**src/rtl/display_pkg.sv**
```systemverilog
// Shared constants and the clamp helper for the display source sampler.
package display_pkg;

  localparam logic [1:0] SRC_MMIO   = 2'd0;
  localparam logic [1:0] SRC_PC     = 2'd1;
  localparam logic [1:0] SRC_ALU    = 2'd2;
  localparam logic [1:0] SRC_RETIRE = 2'd3;

  localparam int unsigned DISPLAY_MAX = 9999;
  localparam int unsigned CLK_HZ      = 100_000_000;

  typedef struct packed {
    logic [15:0] value;
    logic        overflow;
  } clamp_t;

  // Unsigned 16-bit saturation to the largest value four decimal digits can show.
  function automatic clamp_t clamp_value(input logic [15:0] raw, input logic [15:0] max_val);
    clamp_t r;
    if (raw > max_val) begin
      r.value    = max_val;
      r.overflow = 1'b1;
    end else begin
      r.value    = raw;
      r.overflow = 1'b0;
    end
    return r;
  endfunction

endpackage

```
**src/rtl/button_debounce.sv**
```systemverilog
// Push-button synchronizer and debouncer with a single-cycle press pulse.
module button_debounce #(
  parameter int unsigned DEBOUNCE_CYCLES = 1_000_000
) (
  input  logic clock_100Mhz,
  input  logic reset,
  input  logic btn_raw,
  output logic btn_level,
  output logic btn_rise
);

  localparam int unsigned CW = (DEBOUNCE_CYCLES > 1) ? $clog2(DEBOUNCE_CYCLES) : 1;
  localparam logic [CW-1:0] CNT_LAST = CW'(DEBOUNCE_CYCLES - 1);

  logic          sync1_q, sync2_q;
  logic          level_q, level_d;
  logic [CW-1:0] cnt_q, cnt_d;
  logic          settle;

  // The counter measures how long the synced level has disagreed with the accepted one.
  always_comb begin
    // NOTE: every combinational output gets a default first so no path can infer a latch.
    cnt_d   = cnt_q;
    level_d = level_q;
    settle  = (sync2_q != level_q) && (cnt_q == CNT_LAST);
    if (sync2_q == level_q) begin
      cnt_d = '0;
    end else if (settle) begin
      cnt_d   = '0;
      level_d = sync2_q;
    end else begin
      cnt_d = cnt_q + 1'b1;
    end
  end

  // NOTE: state registers use non-blocking assignments so all flops update from pre-edge values.
  always_ff @(posedge clock_100Mhz or posedge reset) begin
    if (reset) begin
      sync1_q <= 1'b0;
      sync2_q <= 1'b0;
      level_q <= 1'b0;
      cnt_q   <= '0;
    end else begin
      sync1_q <= btn_raw;
      sync2_q <= sync1_q;
      level_q <= level_d;
      cnt_q   <= cnt_d;
    end
  end

  assign btn_level = level_q;
  assign btn_rise  = settle & sync2_q;

endmodule

```
**src/rtl/display_source_sampler.sv**
```systemverilog
// Selects a debug source by push-button, clamps it to four digits and re-samples it slowly.
module display_source_sampler
  import display_pkg::*;
#(
  parameter int unsigned DEBOUNCE_CYCLES = CLK_HZ / 100,
  parameter int unsigned SAMPLE_CYCLES   = CLK_HZ / 4,
  parameter int unsigned MAX_VALUE       = DISPLAY_MAX
) (
  input  logic        clock_100Mhz,
  input  logic        reset,
  input  logic        btn_next,
  input  logic        wr_en,
  input  logic [15:0] wr_data,
  input  logic [15:0] dbg_pc,
  input  logic [15:0] dbg_alu,
  input  logic        instr_retire,
  input  logic        clr_cnt,
  output logic [15:0] data_o,
  output logic [1:0]  sel_o,
  output logic        overflow_o
);

  localparam int unsigned TW = (SAMPLE_CYCLES > 1) ? $clog2(SAMPLE_CYCLES) : 1;
  localparam logic [TW-1:0] TIMER_LAST = TW'(SAMPLE_CYCLES - 1);
  localparam logic [15:0]   MAX_V      = 16'(MAX_VALUE);

  logic          btn_level, btn_rise, advance;
  logic [1:0]    sel_q, sel_d;
  logic          force_q;
  logic [15:0]   mmio_q, mmio_d;
  logic [15:0]   retire_q, retire_d;
  logic [TW-1:0] timer_q, timer_d;
  logic [15:0]   data_q, data_d;
  logic          ovf_q, ovf_d;
  logic          sample;
  logic [15:0]   src_val;
  clamp_t        clamped;

  button_debounce #(.DEBOUNCE_CYCLES(DEBOUNCE_CYCLES)) u_btn (
    .clock_100Mhz (clock_100Mhz),
    .reset        (reset),
    .btn_raw      (btn_next),
    .btn_level    (btn_level),
    .btn_rise     (btn_rise)
  );

  // Only a low-to-high transition of the accepted level advances the selection.
  assign advance = btn_rise & ~btn_level;

  always_comb begin
    sel_d    = advance ? sel_q + 2'd1 : sel_q;
    mmio_d   = wr_en ? wr_data : mmio_q;
    retire_d = retire_q;
    if (clr_cnt)                             retire_d = '0;
    else if (instr_retire && retire_q != '1) retire_d = retire_q + 16'd1;

    sample  = (timer_q == TIMER_LAST) || force_q;
    timer_d = sample ? '0 : timer_q + 1'b1;

    case (sel_q)
      SRC_MMIO: src_val = mmio_q;
      SRC_PC:   src_val = dbg_pc;
      SRC_ALU:  src_val = dbg_alu;
      default:  src_val = retire_q;
    endcase
    clamped = clamp_value(src_val, MAX_V);

    data_d = sample ? clamped.value    : data_q;
    ovf_d  = sample ? clamped.overflow : ovf_q;
  end

  always_ff @(posedge clock_100Mhz or posedge reset) begin
    if (reset) begin
      sel_q    <= '0;
      force_q  <= 1'b0;
      mmio_q   <= '0;
      retire_q <= '0;
      timer_q  <= '0;
      data_q   <= '0;
      ovf_q    <= 1'b0;
    end else begin
      sel_q    <= sel_d;
      force_q  <= advance;
      mmio_q   <= mmio_d;
      retire_q <= retire_d;
      timer_q  <= timer_d;
      data_q   <= data_d;
      ovf_q    <= ovf_d;
    end
  end

  assign data_o     = data_q;
  assign sel_o      = sel_q;
  assign overflow_o = ovf_q;

endmodule

```
**config.mk**
```make
export PLATFORM = sky130hd
export DESIGN_NAME = display_source_sampler
export DESIGN_NICKNAME = d
export VERILOG_FILES = /design/src/rtl/display_pkg.sv /design/src/rtl/button_debounce.sv /design/src/rtl/display_source_sampler.sv
export SDC_FILE = /design/constraint.sdc
export NUM_CORES = 1
export LEC_CHECK = 0
export CAP_MARGIN = 20
export CORE_ASPECT_RATIO = 0.6
export CORE_UTILIZATION = 55
export CTS_CLUSTER_DIAMETER = 200
export DETAILED_ROUTE_END_ITERATION = 10
export HOLD_SLACK_MARGIN = 0.05
export PLACE_DENSITY = 0.87
export SYNTH_ARGS = -nofsm -noshare
export SYNTH_HDL_FRONTEND = slang
export SYNTH_SLANG_ARGS = --single-unit
```
**constraint.sdc**
```tcl
create_clock -name clock_100Mhz -period 4 [get_ports clock_100Mhz]
set_input_delay 0.4 -clock clock_100Mhz [delete_from_list [all_inputs] [get_ports clock_100Mhz]]
set_output_delay 0.4 -clock clock_100Mhz [all_outputs]
set_load 0.02 [all_outputs]
```
==> results of run 1 <==
layout by cell type, fill, tap and decap left out, types with 4 or more instances in the layout:
master / count
a211oi_1: 5
a21oi_1: 11
a221o_1: 4
a222oi_1: 9
a22oi_1: 5
a2bb2oi_1: 4
and2_0: 4
and2_1: 9
and3_1: 11
and4_1: 5
clkbuf_16: 9
clkdlybuf4s50_1: 72
dfrtp_1: 100
ha_1: 7
inv_1: 15
mux2_2: 18
mux2i_1: 6
nand2_1: 17
nand3_1: 21
nand4_1: 13
nor2_1: 79
nor3_1: 22
nor3b_1: 5
nor4_1: 8
nor4b_1: 4
o211ai_1: 4
o21ai_0: 7
or3_1: 4
xnor2_1: 28
xor2_1: 24
worst max-delay path by stage:
stage                 to      from
2_1_floorplan  data_o[0]     reset
3_3_place_gp   data_o[2]  sel_o[0]
3_5_place_dp   data_o[3]  sel_o[0]
4_1_cts        data_o[7]  sel_o[0]
5_1_grt        data_o[4]  sel_o[0]
6_report       data_o[7]  sel_o[0]
per-stage QoR:
stage	setup WS (ns)	cells	power, mW	utilization, %	hold slack [ns]
after detailed placement	1.45	664	1.23	67.1	0.367
after floorplan	0.981	497	1.15	-	0.331
after global placement	1.62	664	1.23	67.1	0.343
after CTS	1.40	680	2.10	70.6	0.381
after global routing	1.14	680	2.17	70.6	0.389
final	1.34	680	2.09	70.6	0.377
area by class of cell:
cell class / count / area [sq um] / share of cell area [%]
well taps: 112 / 140 / 2.28
flip-flops and latches: 100 / 2500 / 40.7
multi-input cells: 360 / 2400 / 39.0
inverters: 17 / 65.1 / 1.06
clock inverters: 6 / 63.8 / 1.04
clock buffers: 10 / 239 / 3.88
repair buffers: 75 / 743 / 12.1
flip-flops by register name, summed over array words and instances (netlist names):
name,cells
u_btn.btn_level,1
u_btn.cnt_q,20
overflow_o,1
timer_q,25
data_o,16
u_btn.sync1_q,1
retire_q,16
mmio_q,16
sel_o,2
force_q,1
u_btn.sync2_q,1
per-layer routing:
layer	GRT usage [%]	up-vias	part of all wire [%]
met3	8.29	17	8.6
met2	40.4	188	44
met4	6.99	0	1.2
li1	-	1915	-
met5	0	-	0
met1	40.0	2031	46
where the power goes:
group,leakage (nW),switching [mW],internal (mW)
clock network,0.144,0.374,0.500
registers,1.30,0.0185,1.03
logic,1.13,0.0803,0.0856
logic make-up after synthesis:
| logic type | synth area share, % |
|---|---|
| compound gates | 9.72 |
| xor+xnor | 9.00 |
| fa+ha+maj | 1.73 |
| buf+inv | 3.09 |
| flops | 49.5 |
| mux | 5.19 |
| simple gates | 21.8 |
worst max-delay path, cell delays in order, from the launching register on:
cell and delay (ns):
dfrtp_1 0.41, inv_1 0.14, ha_1 0.56, o21ai_0 0.29, nand4_1 0.21, a21o_1 0.31
nor2_1 0.22, a221o_1 0.40
==> run metrics, run 1 <==
status=finished clean; CP arrival=2.89 ns; setup_tns=0 ns; clk sinks=100; DP Area=~5900 sq um; standard-cell rows=26; Mapped Cells=a little under 500; warnings from Yosys=0; vias in the first global route=3920; Post-CTS Setup Repair Bufs=0; Critical Path RT=4.23 ns; RSZ-0062 raised after global routing=false; Initial Util=58.0%; largest area contributor in the netlist=dfrtp_1; die outline area=~9600 sq um; final wirelength=roughly 13000 microns; Post-DRT Antenna Nets=0; top post-synthesis cells by area=dfrtp_1, nor2_1, xnor2_1; Post-Layout Inst Area=6150 sq um; clock slew at reported path FFs=0.07 ns; ys flop type=dfrtp_1; Leakage Power=2.57 nW; worst-skew pair later-pin latency=0.35 ns; r2r setup slk=1.34 ns; hold crit path type=flip-flop to flip-flop; WHS Endpoint=u_btn.sync2_q; total track usage=27.6%; post-synthesis sequential area ratio=49.5%; post-synth top area share=49.5%; die width=approximately 130 microns; Core Region=8720 sq um; initial antenna violation count=0; Die H=between 70 and 80 microns; peak supply drop=0.287 mV; CTS Buffer Depth=2; Syn Area/Cell=between 10 and 15 sq um; first drt pass iteration count=7; period utilization=66.4%; R2R cell count=7; Final Skew=0.00686 ns; port bufs=72; Num CTS Buffers=9; root buffer cell=clkbuf_16; via count=roughly 4200; synth unique cells=53; Final GP Congestion=between 0.9 and 1; Layout area overhead=21.6%; crit-path max FO=15; H-tree depth=3; Hold Crit Depth=0; CTS tree=yes; Post-synth ARST share=100%; Cell Pwr Density=340 nW/um^2; Layout Nets=624; r2r startpoint=sel_o[0]; antenna cell count=0; layout cells sized above 1=between 7 and 8%; Slew @ Worst Pin=around 0.92 ns; initial drt markers=329; Max Freq=376 MHz; Yosys reg bits=100; hold path start=u_btn.sync1_q; CTS Hold Bufs=0; Hold Fails Final Rpt=0; count leader, synth=dfrtp_1; largest net degree at the start of global routing=37; CTS resizes=0; final critical-path required period=approximately 2.7 ns; number of vias per cell=6.10; Pins Over Slew Limit=0; Fill cells=between 600 and 700; CP startpoint kind=flip-flop; Synth Cell Area=5060 sq um; Slew Limit Headroom=38.7%; global-route wire length before repair=around 20000 microns; RR Endpoint=data_o[7]; grt ovf=0; DP HPWL=approximately 9100 microns; synth cell count leaders=dfrtp_1, nor2_1, xnor2_1; Ports=73; Post-synth EDFFs=0; Crit. End Element=flip-flop; WL per Instance=around 18 microns; Syn Nets=558; Crit Path Category=flip-flop to flip-flop; final setup violation count=0; maxcap violations=0; # DRC=0
No activity file was read; power rests on OpenSTA's default activity.
==> inputs of run 2 (changes only) <==
CORE_UTILIZATION = 49   (was 55)
PLACE_DENSITY = 0.82   (was 0.87)
clock period = 2.4 ns   (was 4 ns; I/O delays follow)
==> run metrics, run 2 (synthesis results as in run 1) <==
status=finished clean (unchanged); CP startpoint kind=flip-flop (unchanged); worst slack at placement=-0.0862 ns (was 1.45 ns); Final GP Congestion=0.896 (was 0.946); die width=133 microns (was 126 microns); commonest non-fill, non-tap cell in the layout=dfrtp_1 (unchanged); largest net degree at the start of global routing=101 (was 37); final total power=3.76 mW (was 2.09 mW); maxcap violations=0 (unchanged); layout cells sized above 1=11.4% (was 7.92%); final wirelength=12800 microns (was 12500 microns); number of vias per cell=5.91 (was 6.10); vias in the first global route=4009 (was 3920); clk sinks=100 (unchanged); Crit. End Element=flip-flop (unchanged); via count=4228 (was 4151); CTS Buffer Depth=2 (unchanged); first drt pass iteration count=6 (was 7); final setup violation count=0 (unchanged); slowest CP cell=or4_4 (was ha_1); # DRC=0 (unchanged); Buf+Inv Stages, Crit Path=2 (was 1); Pins Over Slew Limit=0 (unchanged); period utilization=97.8% (was 66.4%); Crit Path Category=flip-flop to flip-flop (unchanged); Slew @ Worst Pin=0.630 ns (was 0.920 ns); max FFs per register=25 (unchanged); Slew Limit Headroom=57.9% (was 38.7%); Cell Pwr Density=587 nW/um^2 (was 340 nW/um^2); Levels on crit path=8 (was 7); CP arrival=2.57 ns (was 2.89 ns); Initial Util=50.8% (was 58.0%); setup_tns=0 ns (unchanged); H-tree depth=3 (unchanged); final std cells w/o fill=715 (was 680); crit-path max FO=9 (was 15); Fill cells=770 (was 621); peak supply drop=0.443 mV (was 0.287 mV); commonest non-fill, non-tap cells in the layout=dfrtp_1, nor2_1, clkdlybuf4s50_1 (unchanged); Num CTS Buffers=9 (unchanged); Placed Cells=698 (was 664); worst-skew pair later-pin latency=0.35 ns (about the same); top flop regs=timer_q x25, u_btn.cnt_q x20 (unchanged); worst-path cell chain=inv_1 > ha_1 > a22oi_1 > a2bb2oi_1 > or4_4 > a41oi_4 > buf_12 > a211oi_1 (was inv_1 > ha_1 > o21ai_0 > nand4_1 > a21o_1 > nor2_1 > a221o_1); grt ovf=0 (unchanged); CTS Hold Bufs=0 (unchanged); Hold Crit Depth=1 (was 0); antenna cell count=0 (unchanged); Ports=73 (unchanged); clock slew at reported path FFs=0.07 ns (about the same); Core Region=9950 sq um (was 8720 sq um); standard-cell rows=28 (was 26); Die H=80.7 microns (was 76.3 microns); slowest stage delay, CP=0.58 ns (was 0.56 ns); final critical-path required period=2.35 ns (was 2.66 ns); port bufs=72 (unchanged); die outline area=10700 sq um (was 9600 sq um); total track usage=24.6% (was 27.6%); hold crit path type=input pin to flip-flop (was flip-flop to flip-flop); Layout Nets=636 (was 624); final worst slack=0.0529 ns (was 1.34 ns); root buffer cell=clkbuf_16 (unchanged); CTS tree=yes (unchanged); Layout area overhead=26.6% (was 21.6%); Final Skew=0.00795 ns (was 0.00686 ns); Post-DRT Antenna Nets=0 (unchanged); Hold Fails Final Rpt=0 (unchanged); DP HPWL=9140 microns (was 9100 microns); WL per Instance=17.9 microns (was 18.4 microns); initial antenna violation count=0 (unchanged); Top reg by flops=timer_q (unchanged); Max Freq=426 MHz (was 376 MHz); Critical Path RT=2.62 ns (was 4.23 ns); global-route wire length before repair=20100 microns (was 20400 microns); cell family with most CP delay=compound AO/OA/AOI/OAI gates (unchanged); R2R cell count=8 (was 7); Leakage Power=2.67 nW (was 2.57 nW); initial drt markers=415 (was 329)
==> run 2: final timing paths <==
path | start | end | slack [ns]
min in group asynchronous | reset | timer_q[12] | 0.39
max in group asynchronous | reset | timer_q[20] | 1.63
hold reg to reg | u_btn.sync1_q | u_btn.sync2_q | 0.39
hold / removal | btn_next | u_btn.sync1_q | 0.32
setup / recovery | sel_o[0] | data_o[0] | 0.05
setup reg to reg | sel_o[0] | data_o[0] | 0.05
==> run 2: layer usage <==
metal / GRT usage (%) / share of wire (%) / vias to the layer above
met2: 37.0 / 45 / 177
li1: - / - / 1935
met4: 7.27 / 1.3 / 0
met3: 6.50 / 7.1 / 19
met1: 35.1 / 46 / 2097
met5: 0 / 0 / -
==> run 2: area by class of cell <==
type	count	area, sq um	share of cell area, %
repair buffers	87	871	13.6
inverters	17	67.6	1.05
well taps	135	169	2.64
flip-flops and latches	100	2500	39.1
clock inverters	5	108	1.68
clock buffers	11	253	3.95
multi-input cells	360	2440	38.0
==> run 2: worst reg2reg max path: stages (launching register included) <==
cell and delay (ns):
dfrtp_1 0.40, inv_1 0.11, ha_1 0.28, a22oi_1 0.27, a2bb2oi_1 0.16, or4_4 0.58, a41oi_4 0.18, buf_12 0.16
a211oi_1 0.08
==> run 2: where the power goes <==
part	leakage, nW	switching [mW]	total, mW	internal (mW)
clock	0.176	0.636	1.72	1.08
sequential	1.30	0.0314	1.75	1.72
combinational	1.20	0.137	0.294	0.157
total	2.67	0.805	3.76	2.96
==> run 2: repair_timing <==
| item | in CTS | in global routing |
|---|---|---|
| setup endpoints to repair | 9 | 9 |
| gates resized for setup | 1 | 9 |
| setup buffers | 1 | 0 |
| pin swaps | 0 | 2 |
==> run 2: stage by stage <==
step | utilization (%) | hold WS (ns) | area, sq um
floorplan | - | 0.271 | 5060
global placement | 60.2 | 0.364 | 5990
detailed placement | 60.2 | 0.367 | 5990
CTS | 64.1 | 0.317 | 6380
global route | 64.4 | 0.331 | 6410
finish | 64.4 | 0.323 | 6410
